<file path="src/rtl/isp_pkg.sv">
`default_nettype none
// +------------------------------------------------------------------------+
// | Module  : isp_pkg                                                      |
// | Brief   : Shared constants, types and helpers for the grayscale stage. |
// | Revision: 1.0 - initial release                                        |
// +------------------------------------------------------------------------+
package isp_pkg;

  // BT.601-style luma weights scaled by 256 (they sum to exactly 256).
  localparam logic [7:0] LUMA_COEF_R = 8'd77;
  localparam logic [7:0] LUMA_COEF_G = 8'd150;
  localparam logic [7:0] LUMA_COEF_B = 8'd29;

  // Latency from an accepted input pixel to the output strobe.
  localparam int unsigned PIPE_DEPTH = 3;

  // Width of the bad-frame counter.
  localparam int unsigned ERR_CNT_W = 8;

  // Luma accumulator width: 256 * 255 = 65280 fits without overflow.
  localparam int unsigned LUMA_ACC_W = 16;

  typedef struct packed {
    logic [7:0] r;
    logic [7:0] g;
    logic [7:0] b;
  } rgb888_t;

  // RGB565 -> RGB888 by replicating each channel's MSBs into the new LSBs.
  function automatic rgb888_t expand_rgb565(input logic [15:0] px);
    rgb888_t c;
    c.r = {px[15:11], px[15:13]};
    c.g = {px[10:5],  px[10:9]};
    c.b = {px[4:0],   px[4:2]};
    return c;
  endfunction

  // Pack an 8-bit luma value back into RGB565 with equal channels.
  function automatic logic [15:0] luma_to_rgb565(input logic [7:0] y);
    return {y[7:3], y[7:2], y[7:3]};
  endfunction

endpackage
`default_nettype wire

</file>
<file path="src/rtl/isp_gray_stage_if.sv">
`default_nettype none
// +------------------------------------------------------------------------+
// | Module  : isp_gray_stage_if                                            |
// | Brief   : Pixel stream bundle for the grayscale stage: camera-side     |
// |           input stream and DDR-write-side output stream.               |
// | Revision: 1.0 - initial release                                        |
// +------------------------------------------------------------------------+
interface isp_gray_stage_if;

  logic        in_vs;
  logic        in_valid;
  logic [15:0] in_data;
  logic        out_vs;
  logic        out_valid;
  logic [15:0] out_data;

  // Environment side: sources the camera stream, sinks the processed one.
  modport master (
    output in_vs,
    output in_valid,
    output in_data,
    input  out_vs,
    input  out_valid,
    input  out_data
  );

  // Processing stage side.
  modport slave (
    input  in_vs,
    input  in_valid,
    input  in_data,
    output out_vs,
    output out_valid,
    output out_data
  );

endinterface
`default_nettype wire

</file>
<file path="src/rtl/rgb565_luma.sv">
`default_nettype none
// +------------------------------------------------------------------------+
// | Module  : rgb565_luma                                                  |
// | Brief   : Two registered stages of luma arithmetic: channel expand and |
// |           multiply, then sum into a 16-bit accumulator. Y = acc >> 8.  |
// | Revision: 1.0 - initial release                                        |
// +------------------------------------------------------------------------+
module rgb565_luma
  import isp_pkg::*;
(
  input  wire         Clk,
  input  wire         Rst_n,
  input  wire         valid_i,
  input  wire  [15:0] data_i,
  output logic        valid_o,
  output logic [7:0]  y_o
);

  rgb888_t               rgb_w;
  logic [LUMA_ACC_W-1:0] acc_w;

  logic                  v1_q;
  logic [LUMA_ACC_W-1:0] prod_r_q;
  logic [LUMA_ACC_W-1:0] prod_g_q;
  logic [LUMA_ACC_W-1:0] prod_b_q;

  logic                  v2_q;
  logic [LUMA_ACC_W-1:0] acc_q;

  assign rgb_w = expand_rgb565(data_i);
  assign acc_w = prod_r_q + prod_g_q + prod_b_q;

  // Stage 1: expand to 8 bits per channel and form the weighted products.
  always_ff @(posedge Clk or negedge Rst_n) begin
    if (!Rst_n) begin
      v1_q     <= 1'b0;
      prod_r_q <= '0;
      prod_g_q <= '0;
      prod_b_q <= '0;
    end else begin
      v1_q <= valid_i;
      if (valid_i) begin
        prod_r_q <= LUMA_ACC_W'(LUMA_COEF_R) * LUMA_ACC_W'(rgb_w.r);
        prod_g_q <= LUMA_ACC_W'(LUMA_COEF_G) * LUMA_ACC_W'(rgb_w.g);
        prod_b_q <= LUMA_ACC_W'(LUMA_COEF_B) * LUMA_ACC_W'(rgb_w.b);
      end
    end
  end

  // Stage 2: accumulate; truncation (no rounding) happens on the shift below.
  always_ff @(posedge Clk or negedge Rst_n) begin
    if (!Rst_n) begin
      v2_q  <= 1'b0;
      acc_q <= '0;
    end else begin
      v2_q <= v1_q;
      if (v1_q) begin
        acc_q <= acc_w;
      end
    end
  end

  assign valid_o = v2_q;
  assign y_o     = 8'(acc_q >> 8);

endmodule
`default_nettype wire

</file>
<file path="src/rtl/isp_gray_stage.sv">
`default_nettype none
// +------------------------------------------------------------------------+
// | Module  : isp_gray_stage                                               |
// | Brief   : RGB565 -> grayscale RGB565 stream stage with frame-locked    |
// |           mode switching and a fixed 3-cycle latency. Define           |
// |           ISP_GRAY_FRAME_CHECK_EN to build in the frame geometry       |
// |           checker (frame_err / err_cnt); otherwise both read 0.        |
// | Revision: 1.0 - initial release                                        |
// +------------------------------------------------------------------------+
module isp_gray_stage
  import isp_pkg::*;
#(
  parameter int unsigned IMAGE_WIDTH  = 1280,
  parameter int unsigned IMAGE_HEIGHT = 720
) (
  input  wire                  Clk,
  input  wire                  Rst_n,
  input  wire                  gray_en,
  isp_gray_stage_if.slave      px,
  output logic                 frame_err,
  output logic [ERR_CNT_W-1:0] err_cnt
);

  logic                  vs_prev_q;
  logic                  started_q;
  logic                  mode_q;
  logic                  frame_start_w;
  logic                  accept_w;

  logic [PIPE_DEPTH-1:0] vs_dly_q;
  logic [15:0]           raw1_q;
  logic [15:0]           raw2_q;
  logic                  mode1_q;
  logic                  mode2_q;

  logic                  luma_v_w;
  logic [7:0]            luma_y_w;

  logic                  out_valid_q;
  logic [15:0]           out_data_q;

  // A frame starts on the rising edge of vs. Pixels are only taken while vs
  // is low and once a frame has started since reset.
  assign frame_start_w = px.in_vs & ~vs_prev_q;
  assign accept_w      = px.in_valid & ~px.in_vs & started_q;

  // Frame-start detection, frame-locked mode latch and first-frame gate.
  always_ff @(posedge Clk or negedge Rst_n) begin
    if (!Rst_n) begin
      vs_prev_q <= 1'b0;
      started_q <= 1'b0;
      mode_q    <= 1'b0;
    end else begin
      vs_prev_q <= px.in_vs;
      if (frame_start_w) begin
        started_q <= 1'b1;
        mode_q    <= gray_en;
      end
    end
  end

  // Frame sync travels through the same number of stages as the pixels.
  always_ff @(posedge Clk or negedge Rst_n) begin
    if (!Rst_n) begin
      vs_dly_q <= '0;
    end else begin
      vs_dly_q <= {vs_dly_q[PIPE_DEPTH-2:0], px.in_vs};
    end
  end

  // Raw pixel and its mode ride alongside the luma stages, so a pixel keeps
  // the mode of the frame it was accepted in even across a frame boundary.
  always_ff @(posedge Clk or negedge Rst_n) begin
    if (!Rst_n) begin
      raw1_q  <= '0;
      raw2_q  <= '0;
      mode1_q <= 1'b0;
      mode2_q <= 1'b0;
    end else begin
      if (accept_w) begin
        raw1_q  <= px.in_data;
        mode1_q <= mode_q;
      end
      raw2_q  <= raw1_q;
      mode2_q <= mode1_q;
    end
  end

  rgb565_luma u_luma (
    .Clk     (Clk),
    .Rst_n   (Rst_n),
    .valid_i (accept_w),
    .data_i  (px.in_data),
    .valid_o (luma_v_w),
    .y_o     (luma_y_w)
  );

  // Stage 3: pick grayscale or pass-through and register the output pixel.
  always_ff @(posedge Clk or negedge Rst_n) begin
    if (!Rst_n) begin
      out_valid_q <= 1'b0;
      out_data_q  <= '0;
    end else begin
      out_valid_q <= luma_v_w;
      if (luma_v_w) begin
        out_data_q <= mode2_q ? luma_to_rgb565(luma_y_w) : raw2_q;
      end
    end
  end

  assign px.out_vs    = vs_dly_q[PIPE_DEPTH-1];
  assign px.out_valid = out_valid_q;
  assign px.out_data  = out_data_q;

`ifdef ISP_GRAY_FRAME_CHECK_EN
  localparam int unsigned      COL_W    = (IMAGE_WIDTH > 1) ? $clog2(IMAGE_WIDTH) : 1;
  localparam int unsigned      ROW_W    = $clog2(IMAGE_HEIGHT + 1);
  localparam logic [COL_W-1:0] COL_LAST = COL_W'(IMAGE_WIDTH - 1);
  localparam logic [ROW_W-1:0] ROW_FULL = ROW_W'(IMAGE_HEIGHT);

  logic [COL_W-1:0]     col_q;
  logic [ROW_W-1:0]     row_q;
  logic                 ovf_q;
  logic                 frame_err_q;
  logic [ERR_CNT_W-1:0] err_cnt_q;
  logic                 geom_bad_w;

  // A complete frame leaves the counters parked at (HEIGHT, 0) with no
  // pixels seen beyond the last line.
  assign geom_bad_w = (row_q != ROW_FULL) || (col_q != '0) || ovf_q;

  // Geometry counters, judged and cleared at each frame start; the first
  // frame start after reset has no preceding frame to judge.
  always_ff @(posedge Clk or negedge Rst_n) begin
    if (!Rst_n) begin
      col_q       <= '0;
      row_q       <= '0;
      ovf_q       <= 1'b0;
      frame_err_q <= 1'b0;
      err_cnt_q   <= '0;
    end else begin
      frame_err_q <= 1'b0;
      if (frame_start_w) begin
        col_q <= '0;
        row_q <= '0;
        ovf_q <= 1'b0;
        if (started_q && geom_bad_w) begin
          frame_err_q <= 1'b1;
          if (err_cnt_q != '1) begin
            err_cnt_q <= err_cnt_q + 1'b1;
          end
        end
      end else if (accept_w) begin
        if (row_q == ROW_FULL) begin
          ovf_q <= 1'b1;
        end else if (col_q == COL_LAST) begin
          col_q <= '0;
          row_q <= row_q + 1'b1;
        end else begin
          col_q <= col_q + 1'b1;
        end
      end
    end
  end

  assign frame_err = frame_err_q;
  assign err_cnt   = err_cnt_q;
`else
  assign frame_err = 1'b0;
  assign err_cnt   = '0;
`endif

endmodule
`default_nettype wire

</file>
<file path="src/flat_wrapper.sv">
// flat-port wrapper written by rule: the top's interface ports become plain ports
module isp_gray_stage_flat import isp_pkg::*;
#(
  parameter int unsigned IMAGE_WIDTH  = 1280,
  parameter int unsigned IMAGE_HEIGHT = 720
)
  (Clk, Rst_n, gray_en, frame_err, err_cnt, px_in_vs, px_in_valid, px_in_data, px_out_vs, px_out_valid, px_out_data);
  isp_gray_stage_if px_i ();
  input  wire Clk;
  input  wire Rst_n;
  input  wire gray_en;
  output logic frame_err;
  output logic [ERR_CNT_W-1:0] err_cnt;
  input wire logic [$bits(px_i.in_vs)-1:0] px_in_vs;
  input wire logic [$bits(px_i.in_valid)-1:0] px_in_valid;
  input wire logic [$bits(px_i.in_data)-1:0] px_in_data;
  output wire logic [$bits(px_i.out_vs)-1:0] px_out_vs;
  output wire logic [$bits(px_i.out_valid)-1:0] px_out_valid;
  output wire logic [$bits(px_i.out_data)-1:0] px_out_data;
  assign px_i.in_vs = px_in_vs;
  assign px_i.in_valid = px_in_valid;
  assign px_i.in_data = px_in_data;
  assign px_out_vs = px_i.out_vs;
  assign px_out_valid = px_i.out_valid;
  assign px_out_data = px_i.out_data;
  isp_gray_stage #(.IMAGE_WIDTH(IMAGE_WIDTH), .IMAGE_HEIGHT(IMAGE_HEIGHT)) u_core (.Clk(Clk), .Rst_n(Rst_n), .gray_en(gray_en), .px(px_i), .frame_err(frame_err), .err_cnt(err_cnt));
endmodule
</file>
<file path="config.mk">
export PLATFORM = sky130hd
export DESIGN_NAME = isp_gray_stage_flat
export DESIGN_NICKNAME = d
export VERILOG_FILES = /design/src/rtl/isp_pkg.sv /design/src/rtl/isp_gray_stage_if.sv /design/src/rtl/rgb565_luma.sv /design/src/rtl/isp_gray_stage.sv /design/src/flat_wrapper.sv
export SDC_FILE = /design/constraint.sdc
export NUM_CORES = 1
export LEC_CHECK = 0
export BUFFER_PORTS_ARGS = -buffer_cell sky130_fd_sc_hd__buf_2
export CAP_MARGIN = 20
export CORE_ASPECT_RATIO = 0.7
export CORE_UTILIZATION = 30
export DETAILED_ROUTE_END_ITERATION = 16
export HOLD_SLACK_MARGIN = 0.05
export PLACE_DENSITY_LB_ADDON = 0.2
export SLEW_MARGIN = 10
export SYNTH_ARGS = -nofsm -noshare
export SYNTH_HDL_FRONTEND = slang
export SYNTH_SLANG_ARGS = --single-unit
</file>
<file path="constraint.sdc">
create_clock -name Clk -period 7.5 [get_ports Clk]
set_input_delay 1.5 -clock Clk [delete_from_list [all_inputs] [get_ports Clk]]
set_output_delay 1.5 -clock Clk [all_outputs]
set_load 0.1 [all_outputs]
</file>
## Word-level counts from Yosys, hierarchy flattened

Cells that the tools add are included.

- Flip-flop bits (word level): 118
- Latch bits: 0
- Bits in writable memories: 0
- ROM bits: 0
- Input bits: 21
- Output and inout port bits: 27
- Logic and storage cells: 27
- Memories: 0

- Add/subtract/negate cells: 2
- $mul: 3
- Divide/modulo/power cells: 0
- Magnitude comparators: 0
- Eq/ne operators: 0
- Shift-type cells: 0
- Muxes and demuxes: 1
- Bitwise gates (word level): 5
- Reduce and logical (&&, ||, !) cells: 0

Operator list:

| operator | number |
|---|---|
| $mul A7 B8 Y15 const A | 2 |
| $add A15 B16 Y16 | 1 |
| $add A16 B13 Y16 | 1 |
| $mux W16 | 1 |
| $mul A5 B8 Y13 const A | 1 |
| $and A1 B1 Y1 | 3 |
| $not A1 Y1 | 2 |

## Longest topological paths before layout

- Word-level depth: 3
- Gate-level depth with buffers: 14
- Depth with buffers taken out: 14

## Modules after synthesis

A second synthesis with hierarchy kept.

- Cells, all modules: 692
- Area, all modules: 7638.6 sq um

Modules (own cells, without submodules):

| module | instances | cells an instance | area each (sq um) | sequential area each (sq um) |
|---|---|---|---|---|
| rgb565_luma | 1 | 550 | 5550.3 | 1326.3 |
| isp_gray_stage | 1 | 142 | 2088.3 | 1401.3 |

## Least setup slack after synthesis

Ideal clock, no wire load.

- Path kind: input to register
- Start point: in px_in_data[12]
- End point: reg u_core.u_luma.prod_r_q[12]
- Library setup time: 127 ps
- Arrival time: 4354 ps
- Required time: 7373 ps
- Path slack: 3019 ps
- Cell stages on the path: 13
- Buffers on the path: 0
- Cells stage by stage: ha_1 ha_1 inv_1 fa_1 inv_1 fa_1 ha_1 o21ai_0 a21oi_1 and3_1 a221oi_4 xnor2_1 o21ai_2

- Word-level cells in the longest chain between the ends: 1

Ends and longest elaborated chain:

| element | RTL line | source |
|---|---|---|
| from (decl) | flat_wrapper.sv:16 | `input wire logic [$bits(px_i.in_data)-1:0] px_in_data;` |
| $mul A7 B8 Y15 | rgb565_luma.sv:43 | `prod_r_q <= LUMA_ACC_W'(LUMA_COEF_R) * LUMA_ACC_W'(rgb_w.r);` |
| to (signal assigned) | rgb565_luma.sv:43 |  |
| to (decl) | rgb565_luma.sv:23 | `logic [LUMA_ACC_W-1:0] prod_r_q;` |

No other way between the ends.
A chain may end at the register's enable or synchronous reset.

## Final worst setup path

- Start point: in px_in_data[13]
- End point: reg u_core.u_luma.prod_r_q[12]

Same word-level chain as after synthesis.

==> Flow_metrics.wiki <==
{| class="wikitable"
! Metric !! Value
|-
| Status || complete, no violations
|-
| Count of nets after finishing || 905
|-
| Area growth from synthesis to layout || 11.11%
|-
| Synthesized flop and latch total || roughly 100
|-
| Hold Path Origin || u_core.vs_dly_q[1]$_DFF_PN0_
|-
| DRC violation count after routing || 0
|-
| Clk_lat worst skew || 0.35 ns
|-
| Slew margin rel. || between 30% and 40%
|-
| Most numerous cell types in the synthesized netlist || sky130_fd_sc_hd__ha_1, sky130_fd_sc_hd__dfrtp_1, sky130_fd_sc_hd__nand2_1
|-
| CTS tree || yes
|-
| Number of warnings issued by yosys || 0
|-
| Sequential standard cell area || 2552 sq um
|-
| Fraction of synthesized cell area in xor and xnor cells || 2.822%
|-
| Count of hold-fix buffers inserted at cts || 0
|-
| Synth top area cells || sky130_fd_sc_hd__dfrtp_1, sky130_fd_sc_hd__ha_1, sky130_fd_sc_hd__fa_1
|-
| Number of synthesized flops with an enable pin || 0
|-
| Min-Delay Path Depth || 0
|-
| Crit path arrival time || 4.68 ns
|-
| Final-report hold violation count || 0
|-
| Antenna-violating nets left || 0
|-
| Post-synthesis share of cell area spent on and, or, nand and nor gates || 9.623%
|-
| Final setup skew || 0.006561 ns
|-
| Number of buffers added by the clock tree synthesis step || 9
|-
| Part of the Yosys area used for sequential elements || a little over a third
|-
| Vias in the first global route || approximately 4600
|-
| Slew Viols, Final || 0
|-
| Adder-cell share of the synthesized area || 29.83%
|-
| CP max stage delay || around 0.53 ns
|-
| Endpoint of the worst-slack reg-to-reg timing path || u_core.u_luma.acc_q[11]$_DFFE_PN0P_
|-
| Part of the total power dissipated in combinational logic || around half
|-
| Worst reg-to-reg setup slack || 4.51 ns
|-
| Number of instances in the synthesized netlist || 705
|-
| Number of vias in the routed layout || roughly 4700
|-
| Capture endpoint of the worst hold path || u_core.vs_dly_q[2]$_DFF_PN0_
|-
| Area share of the largest cell type after synthesis || 35.76%
|-
| Antenna violations before repair || 1
|-
| Most common cell on crit path || sky130_fd_sc_hd__ha_1
|-
| Dominant cell type by area after synthesis || sky130_fd_sc_hd__dfrtp_1
|-
| Cell with the most instances after synthesis || sky130_fd_sc_hd__ha_1
|-
| Length of the first detailed-routing pass in iterations || 4
|-
| Cell-by-cell listing of the critical path || buf_2 > ha_1 > ha_1 > inv_1 > fa_1 > inv_1 > fa_1 > ha_1 > o21ai_0 > a21oi_1 > and3_1 > a221oi_4 > xnor2_1 > o21ai_2
|-
| Per-cell via count in the routed design || roughly 4.5
|-
| Count of buffer and inverter cells on the critical path || 3
|-
| Multiplexer share of the synthesized area || 3.015%
|-
| Post-CTS Resized || 0
|-
| Post-Synthesis Cell Area || between 7000 and 8000 sq um
|-
| Setup TNS after final layout || 0 ns
|-
| Final hold slack || 0.3536 ns
|-
| Worst flop-to-flop path startpoint || u_core.u_luma.prod_r_q[2]$_DFFE_PN0P_
|-
| Cell with the largest stage delay on the worst path || sky130_fd_sc_hd__fa_1
|-
| Root buf cell || sky130_fd_sc_hd__clkbuf_16
|-
| Crit path launch || px_in_data[13]
|-
| Num rows || 46
|-
| CP Capture Type || flop
|-
| Number of violations reported at the end of detailed-routing iteration 0 || 186
|-
| Ratio of final minimum period to clock period || ~60%
|-
| Wire length of the first global-routing pass || 24880 um
|-
| Peak clock frequency supported by timing || 224.7 MHz
|-
| Max capacitance violation total || 0
|-
| CTS clk-pin slew, worst paths || 0.08 ns
|-
| Final period demand of the worst path || 4.450 ns
|-
| Pleak || a little under 0.004 uW
|-
| Cell Pwr Density || ~330 nW/um^2
|-
| Clk pwr share || between 10% and 20%
|-
| Global routing usage summed across all routing layers || 13.07%
|-
| Dominant combinational cell family by area after synthesis || adder cells
|-
| GP Congestion || between 0.7 and 0.8
|-
| Int Power || 1451 uW
|-
| Critical Path Fanout Max || 7
|-
| Switch Pwr || around 1200 uW
|-
| Port Buffers || 38
|-
| Setup repair after global routing missed its margin || false
|-
| Critical Path Start Type || primary input
|-
| Die Width || 186.4 um
|-
| CTS Buffer Depth || 2
|-
| Initial core utilization || 31.08%
|-
| Number of buffers inserted by post-CTS setup repair || 0
|-
| Antenna diode instance count || 0
|-
| Flop pwr share || between 30% and 40%
|-
| Required @ worst endpoint || between 7 and 8 ns
|-
| # clock sinks || between 100 and 150
|-
| Average detailed-routed wire length per instance || roughly 14 um
|-
| Die Y-Extent || ~130 um
|-
| Largest delay share family, worst path || adder cells
|-
| Layout cell share with drive strength beyond 1 || 9.852%
|-
| Residual overflow from global routing || 0
|-
| Cell count of the worst reg-to-reg path || 8
|-
| Share of synthesized registers carrying an async set or reset || 100.0%
|-
| Final setup fails || 0
|-
| Switching Share || 45.29%
|-
| Core Area || 22960 sq um
|-
| Worst Setup Path Type || primary input to flop
|-
| Synth Area in Compound Gates || 12.62%
|-
| Maximum resistive drop on vdd || 176.1 uV
|-
| Die ar. || about 24000 sq um
|-
| Top flip-flop cell by instance count after synthesis || sky130_fd_sc_hd__dfrtp_1
|-
| Type of the most critical hold path || flop to flop
|-
| Overall routed net length || between 10000 and 15000 um
|-
| Count of distinct cell types in the synthesized netlist || 55
|-
| I/O pin total || 48
|-
| Pin count of the biggest net entering global routing || 58
|-
| Number of H-tree levels || 3
|-
| Logic depth of the worst setup path including buffers || 14
|-
| Fill count || 2338
|-
| Multi-input gate area in the final layout || between 4000 and 5000 sq um
|-
| Mean Syn Cell Area || 10.12 sq um
|-
| Placed wire-length estimate after detailed placement || 11810 um
|-
| Worst-Margin Slew || 0.9653 ns
|}
-- power by group through the flow --
| stage | registers (uW) | logic [uW] | clock network [uW] |
|---|---|---|---|
| after floorplan | 960 | 917 | 0 |
| after global placement | 834 | 1370 | 0 |
| after detailed placement | 837 | 1370 | 0 |
| after CTS | 825 | 1380 | 483 |
| after global routing | 844 | 1550 | 507 |
| final | 817 | 1370 | 464 |
-- cells in the final DEF, fill, tap and decap left out, types with 10 or more instances in the layout --
cell type	instances
sky130_fd_sc_hd__a21oi_1	35
sky130_fd_sc_hd__buf_2	37
sky130_fd_sc_hd__dfrtp_1	102
sky130_fd_sc_hd__fa_1	37
sky130_fd_sc_hd__ha_1	111
sky130_fd_sc_hd__inv_1	81
sky130_fd_sc_hd__mux2i_1	17
sky130_fd_sc_hd__nand2_1	86
sky130_fd_sc_hd__nor2_1	36
sky130_fd_sc_hd__nor3_1	13
sky130_fd_sc_hd__o21a_1	10
sky130_fd_sc_hd__o21ai_0	47
sky130_fd_sc_hd__xor2_1	15
-- worst max path at each step --
stage                                                        end  slack, ns
final                     u_core.u_luma.prod_r_q[12]$_DFFE_PN0P_       3.05
after global routing      u_core.u_luma.prod_r_q[13]$_DFFE_PN0P_       2.82
after CTS                 u_core.u_luma.prod_r_q[12]$_DFFE_PN0P_       3.06
after detailed placement  u_core.u_luma.prod_r_q[12]$_DFFE_PN0P_       2.67
after global placement    u_core.u_luma.prod_g_q[13]$_DFFE_PN0P_       2.69
after floorplan           u_core.u_luma.prod_r_q[12]$_DFFE_PN0P_       3.02
-- sequential cells by signal (all words and copies together) (netlist names) --
| signal | flops |
|---|---|
| u_core.mode1_q | 1 |
| u_core.px.out_data | 16 |
| u_core.u_luma.v1_q | 1 |
| u_core.px.out_valid | 1 |
| u_core.raw1_q | 16 |
| u_core.mode_q | 1 |
| u_core.u_luma.valid_o | 1 |
| u_core.u_luma.acc_q | 6 |
| u_core.u_luma.prod_g_q | 14 |
| u_core.mode2_q | 1 |
| u_core.vs_dly_q | 3 |
| u_core.u_luma.prod_r_q | 13 |
| u_core.u_luma.prod_b_q | 11 |
| u_core.started_q | 1 |
| u_core.raw2_q | 16 |
-- cells by family after synthesis --
logic type | Yosys count
fa+ha+maj | 148
mux | 21
flops | 102
other cells | 1
simple gates | 160
compound gates | 140
xor+xnor | 23
buf+inv | 110
-- area by class of cell --
type | count | share of cell area (%)
Multi-Input combinational cell | 501 | 52.55
Sequential cell | 102 | 32.18
Tap cell | 312 | 4.922
Inverter | 81 | 3.833
Clock buffer | 9 | 2.840
Timing Repair Buffer | 41 | 2.713
Clock inverter | 7 | 0.9623
-- routing by layer --
metal	share of wire (%)	GRT usage, %	up-vias
met5	0	0	-
met4	0.92	2.965	0
met3	2.9	2.502	11
met2	39	18.35	61
met1	57	20.29	2205
li1	-	-	2449
-- per-stage QoR --
| step | cells | setup slack (ns) | instance area (sq um) | power (uW) | utilization (%) |
|---|---|---|---|---|---|
| floorplan | 713 | 3.019 | 7168 | 1877 | - |
| global placement | 1037 | 2.687 | 7630 | 2204 | 33.22 |
| detailed placement | 1037 | 2.670 | 7630 | 2206 | 33.22 |
| CTS | 1053 | 3.061 | 7931 | 2689 | 34.54 |
| global route | 1053 | 2.820 | 7931 | 2902 | 34.54 |
| finish | 1053 | 3.050 | 7931 | 2652 | 34.54 |
No activity file was read; power rests on OpenSTA's default activity.
